## src/rtl/pn_seq_ctrl_pkg.sv

```systemverilog
// Shared FSM encoding and power-on defaults for the PN chip sequencer.
package pn_seq_ctrl_pkg;

    typedef enum logic [1:0] {
        ST_IDLE = 2'd0,
        ST_LOAD = 2'd1,
        ST_RUN  = 2'd2,
        ST_DONE = 2'd3
    } state_e;

    localparam logic [3:0] PN_DEF_SEED = 4'b0110;
    localparam logic [3:0] PN_DEF_TAPS = 4'b1001;

endpackage

```

## src/rtl/pn_lfsr.sv

```systemverilog
// Fibonacci shift/feedback register: load wins over advance; one step per advance, holds otherwise.
// Feedback is the XOR of the tapped bits, shifted in at the MSB; chip is taken from bit 0.
module pn_lfsr #(
    parameter int                LFSR_W  = 4,
    parameter logic [LFSR_W-1:0] RST_VAL = 4'b0110
) (
    input  logic              sys_clk,
    input  logic              sys_rst,
    input  logic              load,
    input  logic [LFSR_W-1:0] seed,
    input  logic              advance,
    input  logic [LFSR_W-1:0] taps,
    output logic [LFSR_W-1:0] state
);

    logic [LFSR_W-1:0] state_q;
    logic [LFSR_W-1:0] state_d;

    always_comb begin
        state_d = state_q;
        if (load) begin
            state_d = seed;
        end else if (advance) begin
            state_d = {^(state_q & taps), state_q[LFSR_W-1:1]};
        end
    end

    always_ff @(posedge sys_clk) begin
        if (sys_rst) begin
            state_q <= RST_VAL;
        end else begin
            state_q <= state_d;
        end
    end

    assign state = state_q;

endmodule

```

## src/rtl/pn_seq_ctrl.sv

```systemverilog
// PN burst sequencer: start -> LOAD -> first chip valid two edges after start; chips advance only on
// chip_valid & chip_ready, so backpressure freezes chip and flags; config accepted only while idle.
module pn_seq_ctrl
    import pn_seq_ctrl_pkg::*;
#(
    parameter int                LFSR_W   = 4,
    parameter int                CNT_W    = 16,
    parameter logic [LFSR_W-1:0] DEF_SEED = PN_DEF_SEED,
    parameter logic [LFSR_W-1:0] DEF_TAPS = PN_DEF_TAPS
) (
    input  logic              sys_clk,
    input  logic              sys_rst,
    input  logic              cfg_valid,
    output logic              cfg_ready,
    input  logic [LFSR_W-1:0] cfg_seed,
    input  logic [LFSR_W-1:0] cfg_taps,
    input  logic [CNT_W-1:0]  cfg_len,
    input  logic              start,
    input  logic              abort,
    output logic              chip_out,
    output logic              chip_valid,
    input  logic              chip_ready,
    output logic              period_mark,
    output logic              burst_last,
    output logic              busy,
    output logic              done,
    output logic              err_seed_zero
);

    state_e            state_q, state_d;
    logic [LFSR_W-1:0] seed_q, seed_d;
    logic [LFSR_W-1:0] taps_q, taps_d;
    logic [CNT_W-1:0]  len_q, len_d;
    logic [CNT_W-1:0]  cnt_q, cnt_d;
    logic              err_q, err_d;
    logic              lfsr_load;
    logic              lfsr_adv;
    logic              fire;
    logic [LFSR_W-1:0] lfsr;

    pn_lfsr #(
        .LFSR_W  (LFSR_W),
        .RST_VAL (DEF_SEED)
    ) u_lfsr (
        .sys_clk (sys_clk),
        .sys_rst (sys_rst),
        .load    (lfsr_load),
        .seed    (seed_q),
        .advance (lfsr_adv),
        .taps    (taps_q),
        .state   (lfsr)
    );

    always_comb begin
        state_d   = state_q;
        seed_d    = seed_q;
        taps_d    = taps_q;
        len_d     = len_q;
        cnt_d     = cnt_q;
        err_d     = 1'b0;
        lfsr_load = 1'b0;
        lfsr_adv  = 1'b0;

        // Abort also blocks config intake so a held request is not half-applied.
        cfg_ready     = (state_q == ST_IDLE) && !abort;
        chip_valid    = (state_q == ST_RUN);
        fire          = chip_valid && chip_ready;
        chip_out      = chip_valid && lfsr[0];
        period_mark   = chip_valid && (lfsr == seed_q);
        burst_last    = chip_valid && (len_q != '0) && (cnt_q == (len_q - CNT_W'(1)));
        busy          = (state_q != ST_IDLE);
        done          = (state_q == ST_DONE);
        err_seed_zero = err_q;

        if (fire) begin
            lfsr_adv = 1'b1;
            cnt_d    = cnt_q + CNT_W'(1);
        end

        case (state_q)
            ST_IDLE: begin
                if (cfg_valid && cfg_ready) begin
                    if (cfg_seed != '0) begin
                        seed_d = cfg_seed;
                        taps_d = cfg_taps;
                        len_d  = cfg_len;
                    end else begin
                        err_d = 1'b1;
                    end
                end
                if (start) begin
                    state_d = ST_LOAD;
                end
            end
            ST_LOAD: begin
                lfsr_load = 1'b1;
                cnt_d     = '0;
                state_d   = ST_RUN;
            end
            ST_RUN: begin
                if (fire && burst_last) begin
                    state_d = ST_DONE;
                end
            end
            ST_DONE: begin
                state_d = ST_IDLE;
            end
            default: begin
                state_d = ST_IDLE;
            end
        endcase

        if (abort) begin
            state_d = ST_IDLE;
        end
    end

    always_ff @(posedge sys_clk) begin
        if (sys_rst) begin
            state_q <= ST_IDLE;
            seed_q  <= DEF_SEED;
            taps_q  <= DEF_TAPS;
            len_q   <= '0;
            cnt_q   <= '0;
            err_q   <= 1'b0;
        end else begin
            state_q <= state_d;
            seed_q  <= seed_d;
            taps_q  <= taps_d;
            len_q   <= len_d;
            cnt_q   <= cnt_d;
            err_q   <= err_d;
        end
    end

endmodule

```

## config.mk

```make
export PLATFORM = sky130hd
export DESIGN_NAME = pn_seq_ctrl
export DESIGN_NICKNAME = d
export VERILOG_FILES = /design/src/rtl/pn_seq_ctrl_pkg.sv /design/src/rtl/pn_lfsr.sv /design/src/rtl/pn_seq_ctrl.sv
export SDC_FILE = /design/constraint.sdc
export NUM_CORES = 1
export LEC_CHECK = 0
export CAP_MARGIN = 10
export CORE_MARGIN = 4
export CORE_UTILIZATION = 45
export CTS_CLUSTER_DIAMETER = 150
export DETAILED_ROUTE_END_ITERATION = 8
export PLACE_DENSITY = 0.77
export SLEW_MARGIN = 5
export SYNTH_ARGS = -nofsm -noshare
export SYNTH_HDL_FRONTEND = slang
export SYNTH_SLANG_ARGS = --single-unit
```

## constraint.sdc

```tcl
create_clock -name sys_clk -period 2.05 [get_ports sys_clk]
set_input_delay 0.41 -clock sys_clk [delete_from_list [all_inputs] [get_ports sys_clk]]
set_output_delay 0.41 -clock sys_clk [all_outputs]
set_load 0.01 [all_outputs]
```

# Yosys cells after proc, flatten, opt, wreduce, memory -nomap -nowiden
# Cells that the tools add are included.
# classes
n_mux	8
n_addsub	2
n_reduce_logical	20
n_eq_ne	7
bitwise	3
# ops
cell	n
$add 16x1->16 const B	1
$eq 16x16->1	1
$reduce_bool 16->1	1
$sub 16x1->16 const B	1
$logic_and 1x1->1	8
$mux 4	2
$pmux 2 s4	1
$and 4x4->4	1
$eq 2x2->1 const B	2
$eq 4x4->1	1
$mux 2	2
$reduce_bool 2->1	2
$reduce_bool 4->1	1
$reduce_or 2->1	2
$reduce_xor 4->1	1
$mux 1	3
$reduce_and 3->1	1
$reduce_or 3->1	1
$eq 2x1->1 const B	1
$logic_not 2->1	1
$ne 2x1->1 const B	1
$ne 2x2->1 const B	1
$not 1->1	2
$reduce_and 2->1	1
$logic_not 1->1	1
# totals
elab_cells	47
regBits	47

# Longest topological paths before layout
# Gate-level depths: netlist (run 1).
# logic_depth
word_depth	6
ltp_mapped	9

# By module
# Synthesis (run 1) repeated with hierarchy kept, for this count alone.
# unflattened
hier_cells	329
hier_area_um2	2632.5
# by_module_without_submodules
module	area_per_inst_um2	seq_area_each_um2	cells_each	instances
pn_seq_ctrl	2394.8	860.8	303	1
pn_lfsr	237.7	80.1	26	1

# Least setup slack after synthesis (run 1)
# Ideal clock, no wire load.
# synth_path
kind	register to output
start	register len_q[0]
end	output port burst_last
n_path_buf	0
stages_incl_launch_ff	9
setup_slack_ps	-283
arrival_ps	1923
path_cell_list	dfxtp_1 inv_1 ha_1 nor2b_1 or3_1 a31o_1 nor4_2 nand2_1 nor2_1
# synth_via
elab_chain_len	3
word_cells_on_any_way	5
# synth_rtl
item	line	text
start, declared	pn_seq_ctrl.sv:33	logic [CNT_W-1:0] len_q, len_d;
start signal, assigned	pn_seq_ctrl.sv:130	len_q <= len_d;
$sub 16x1->16 or $reduce_bool 16->1 (tied branches)	pn_seq_ctrl.sv:70	burst_last = chip_valid && (len_q != '0) && (cnt_q == (len_q - CNT_W'(1)));
$eq 16x16->1 or $logic_and 1x1->1 (tied branches)	pn_seq_ctrl.sv:70	
$logic_and 1x1->1 (*)	pn_seq_ctrl.sv:70	
end, declared	pn_seq_ctrl.sv:24	output logic burst_last,
# Mark *: on every way between the ends. The rest lies on a longest branch, timed or not.

# Worst setup path in the final report (run 1)
# Ends and elaborated chain as after synthesis.

==> run_results.csv, run 1 <==
group,metric,value,unit
place,pre_cts_ws,-616,ps
floorplanning,die_h,85.6,um
final_layout,nNetsFinal,472,
power,powerDensity,570,mW/mm2
detailed_routing,antenna_left,0,
synthesis,synthCells,337,
power,leakage,1.65,nW
clocking,clock-sinks,47,
sta,final.setup.worst_slack,-557,ps
run_status,status,"complete, but fails checks",
sta,final.setup_skew,9.62,ps
final_layout,final_common_cell,"buf_4",
final_layout,fin_util,0.654,
sta,fmax,384,MHz
detailed_routing,via_count,2770,
critical_path,max_stage_delay,340,ps
detailed_routing,wl,7550,um
clocking,cts.root.buffer_cell,"clkbuf_8",
final_layout,final_cell_mix,"68 x buf_4, 62 x nand2_1, 42 x dfxtp_1, 33 x nor2_1, 31 x clkdlybuf4s50_1",
sta,min_period,2610,ps
clocking,htree_num_levels,2,
floorplanning,dieArea,0.00733,mm2
critical_path,path_cells,"buf_4, nor3_2, buf_4, buf_4, nand4_1, xnor2_1, nor3_2, o211ai_1, nor2_2, buf_2",
floorplanning,core_area,0.00589,mm2
global_route,grt_pass1_vias,2800,
sta,maxSlewHeadroom,0.708,
run,maxCapViolations,0,
final_layout,stdcell_area,0.00385,mm2
sta,rsz0062_at_grt,"yes",
detailed_routing,dr.pass1.iters,4,
detailed_routing,route.detailed.drc,0,
clocking,cts_tree,"done",
final_layout,n_fill_cell,456,
place,gp_congestion,0.922,
detailed_routing,wire_per_inst,14.8,um
synthesis,synthesis.nets,374,
detailed_routing,vias_per_cell,5.42,
sta,setup_viol,3,
synthesis,avgSynthCellArea,8.04,um2
floorplanning,initial_core_util,0.460,
global_route,grtUsageTotal,0.211,
detailed_routing,drt_iter0_drc,199,
floorplanning,ioPinCount,38,
synthesis,yosysSeqAreaShare,0.347,
place,dpl_cell_area,0.00363,mm2
place,io_buffer_count,37,
final_layout,drive_gt1_frac,0.257,
clocking,path_clk_slew,100,ps
power,internal_power,1.58,mW
synthesis,postSynth.asyncResetShare,0,
power,p_total,2.19,mW
power,clkPwrFrac,0.327,
power,ir_drop,488,uV
sta,maxSlewViolCount,0,
sta,min_period_over_period,1.27,
synthesis,syn_area,0.00271,mm2
final_layout,num_antenna_cells,0,
power,power_frac_seq,0.441,
synthesis,synth_edf_count,0,
critical_path,cpMaxStageDelayCell,"dfxtp_2",
power,p_comb_frac,0.232,
synthesis,yosysWarnings,0,
synthesis,yosys_register_bits,47,
worst_hold_path,hold_class,"register to register",
clocking,cts_hold_buffers,0,
synthesis,synth_cell_types,56,
critical_path,crit_top_cell,"buf_4",
critical_path,criticalPathCategory,"register to output port",
synthesis,ys.flop_type,"dfxtp_1",
sta,tightest_slew,435,ps
global_route,gr-total-overflow,0,
run_status,violations,"negative setup slack",
clocking,insertion_delay,320,ps
sta,final.setup.tns,-1020,ps
critical_path,cp-end-kind,"output port",
power,switching_share,0.280,
critical_path,crit_required,1640,ps
place,place_hpwl,5430,um
final_layout,synthToLayoutAreaGrowth,42.1,%
power,power_switching,613,uW
global_route,grt_pass1_wl,12500,um
clocking,cts_buffer_depth,2,
sta,hold_viol_final,0,
floorplanning,num_rows,28,
critical_path,crit_arrival,2200,ps
global_route,grt_max_degree,30,
global_route,antenna_found_initial,0,
critical_path,critPathLaunchType,"register",
floorplanning,die_w,85.6,um
clocking,cts_made_buffers,5,
critical_path,path_max_fanout,7,
[flip-flops by register name, summed over array words and instances (netlist names)]
signal and cells:
cnt_q 16, len_q 16, seed_q 4, taps_q 4
u_lfsr.state 4, state_q 2, err_seed_zero 1
[cell families after synthesis]
kind of cell             Yosys count  share of synthesized area
multiplexers                       7                     0.0263
adder cells (fa/ha/maj)            7                     0.0323
buffers and inverters             27                     0.0466
flip-flops                        47                      0.347
AND/OR/NAND/NOR                  156                      0.288
XOR/XNOR                          36                      0.121
AO/OA/AOI/OAI                     57                      0.138
[layout make-up]
class | instances | area [um2] | share of cell area
multi-input cells | 263 | 1740 | 0.451
inverters | 11 | 41.3 | 0.0107
repair buffers | 107 | 910 | 0.236
clock inverters | 3 | 47.5 | 0.0123
clock buffers | 5 | 68.8 | 0.0179
flip-flops and latches | 47 | 952 | 0.247
well taps | 75 | 93.8 | 0.0244
[worst max-delay path, delay by kind of cell, from the launching register on]
family | cells | cell delay, ps
and+or+nand+nor | 4 | 650
xor gates and xnor gates | 1 | 180
AOI/OAI and AO/OA | 1 | 140
DFF | 1 | 340
buffers and inverters | 4 | 580
[worst paths after layout]
| kind | startpoint | to | slack, ps | cells after the start |
|---|---|---|---|---|
| hold reg to reg | taps_q[0]$_SDFFE_PP1P_ | taps_q[0]$_SDFFE_PP1P_ | 490 | 2 |
| setup reg to reg | len_q[4]$_SDFFE_PP0P_ | state_q[1]$_SDFFE_PP0P_ | -260 | 8 |
| setup / recovery | len_q[0]$_SDFFE_PP0P_ | burst_last | -560 | 10 |
| hold / removal | taps_q[0]$_SDFFE_PP1P_ | taps_q[0]$_SDFFE_PP1P_ | 490 | 2 |
[stage by stage]
stage	hold slack, ps	cells
2_1_floorplan	436	337
3_3_place_gp	450	498
3_5_place_dp	475	498
4_1_cts	490	510
5_1_grt	523	511
6_report	487	511
[cells in the mapped netlist, types with 2 or more instances]
cell type / count / share of area
nand2_1: 62 / 0.086
dfxtp_1: 47 / 0.35
nor2_1: 35 / 0.048
a21oi_1: 29 / 0.054
xor2_1: 22 / 0.071
clkbuf_1: 13 / 0.018
xnor2_1: 13 / 0.042
inv_1: 11 / 0.015
and3_1: 9 / 0.021
ha_1: 7 / 0.032
mux2i_1: 6 / 0.022
nand4_1: 6 / 0.014
nor3_1: 6 / 0.011
nand3_1: 5 / 0.0092
and2_1: 4 / 0.0092
or3_1: 4 / 0.0092
a31oi_1: 3 / 0.0069
nand3b_1: 3 / 0.0083
nor2b_1: 3 / 0.0069
nor3b_1: 3 / 0.0083
o21ai_0: 3 / 0.0055
a221o_1: 2 / 0.0074
a22oi_1: 2 / 0.0055
a311oi_1: 2 / 0.0065
buf_6: 2 / 0.0083
nand2b_1: 2 / 0.0046
nand4b_1: 2 / 0.0065
nor4_1: 2 / 0.0046
nor4_4: 2 / 0.016
[power groups by stage]
stage / clock network, mW / registers [mW] / logic, mW
floorplan: 0 / 0.987 / 0.255
CTS: 0.722 / 0.967 / 0.485
detailed placement: 0 / 0.989 / 0.456
global placement: 0 / 0.987 / 0.443
finish: 0.716 / 0.967 / 0.509
global route: 0.763 / 0.971 / 0.548
[what timing repair did]
action / 4_1_cts / 5_1_grt
setup endpoints to repair: 7 / 8
resized for setup: 21 / 11
setup buffers: 4 / 1
gates cloned: 0 / 0
pin swaps: 11 / 4
[per-layer routing]
metal	track usage	vias to the layer above	share of wire
li1	-	1356	-
met3	0.0538	32	0.056
met4	0.101	0	0.039
met1	0.242	1289	0.42
met2	0.364	93	0.49
met5	0	-	0
Note: power is estimated with default switching activity, not from simulation.
==> inputs of run 2 (changes only) <==
HOLD_SLACK_MARGIN = 0.08   (was default)
==> results of run 2 <==
No change in the layout: final DEF, timing and power equal those of run 1.
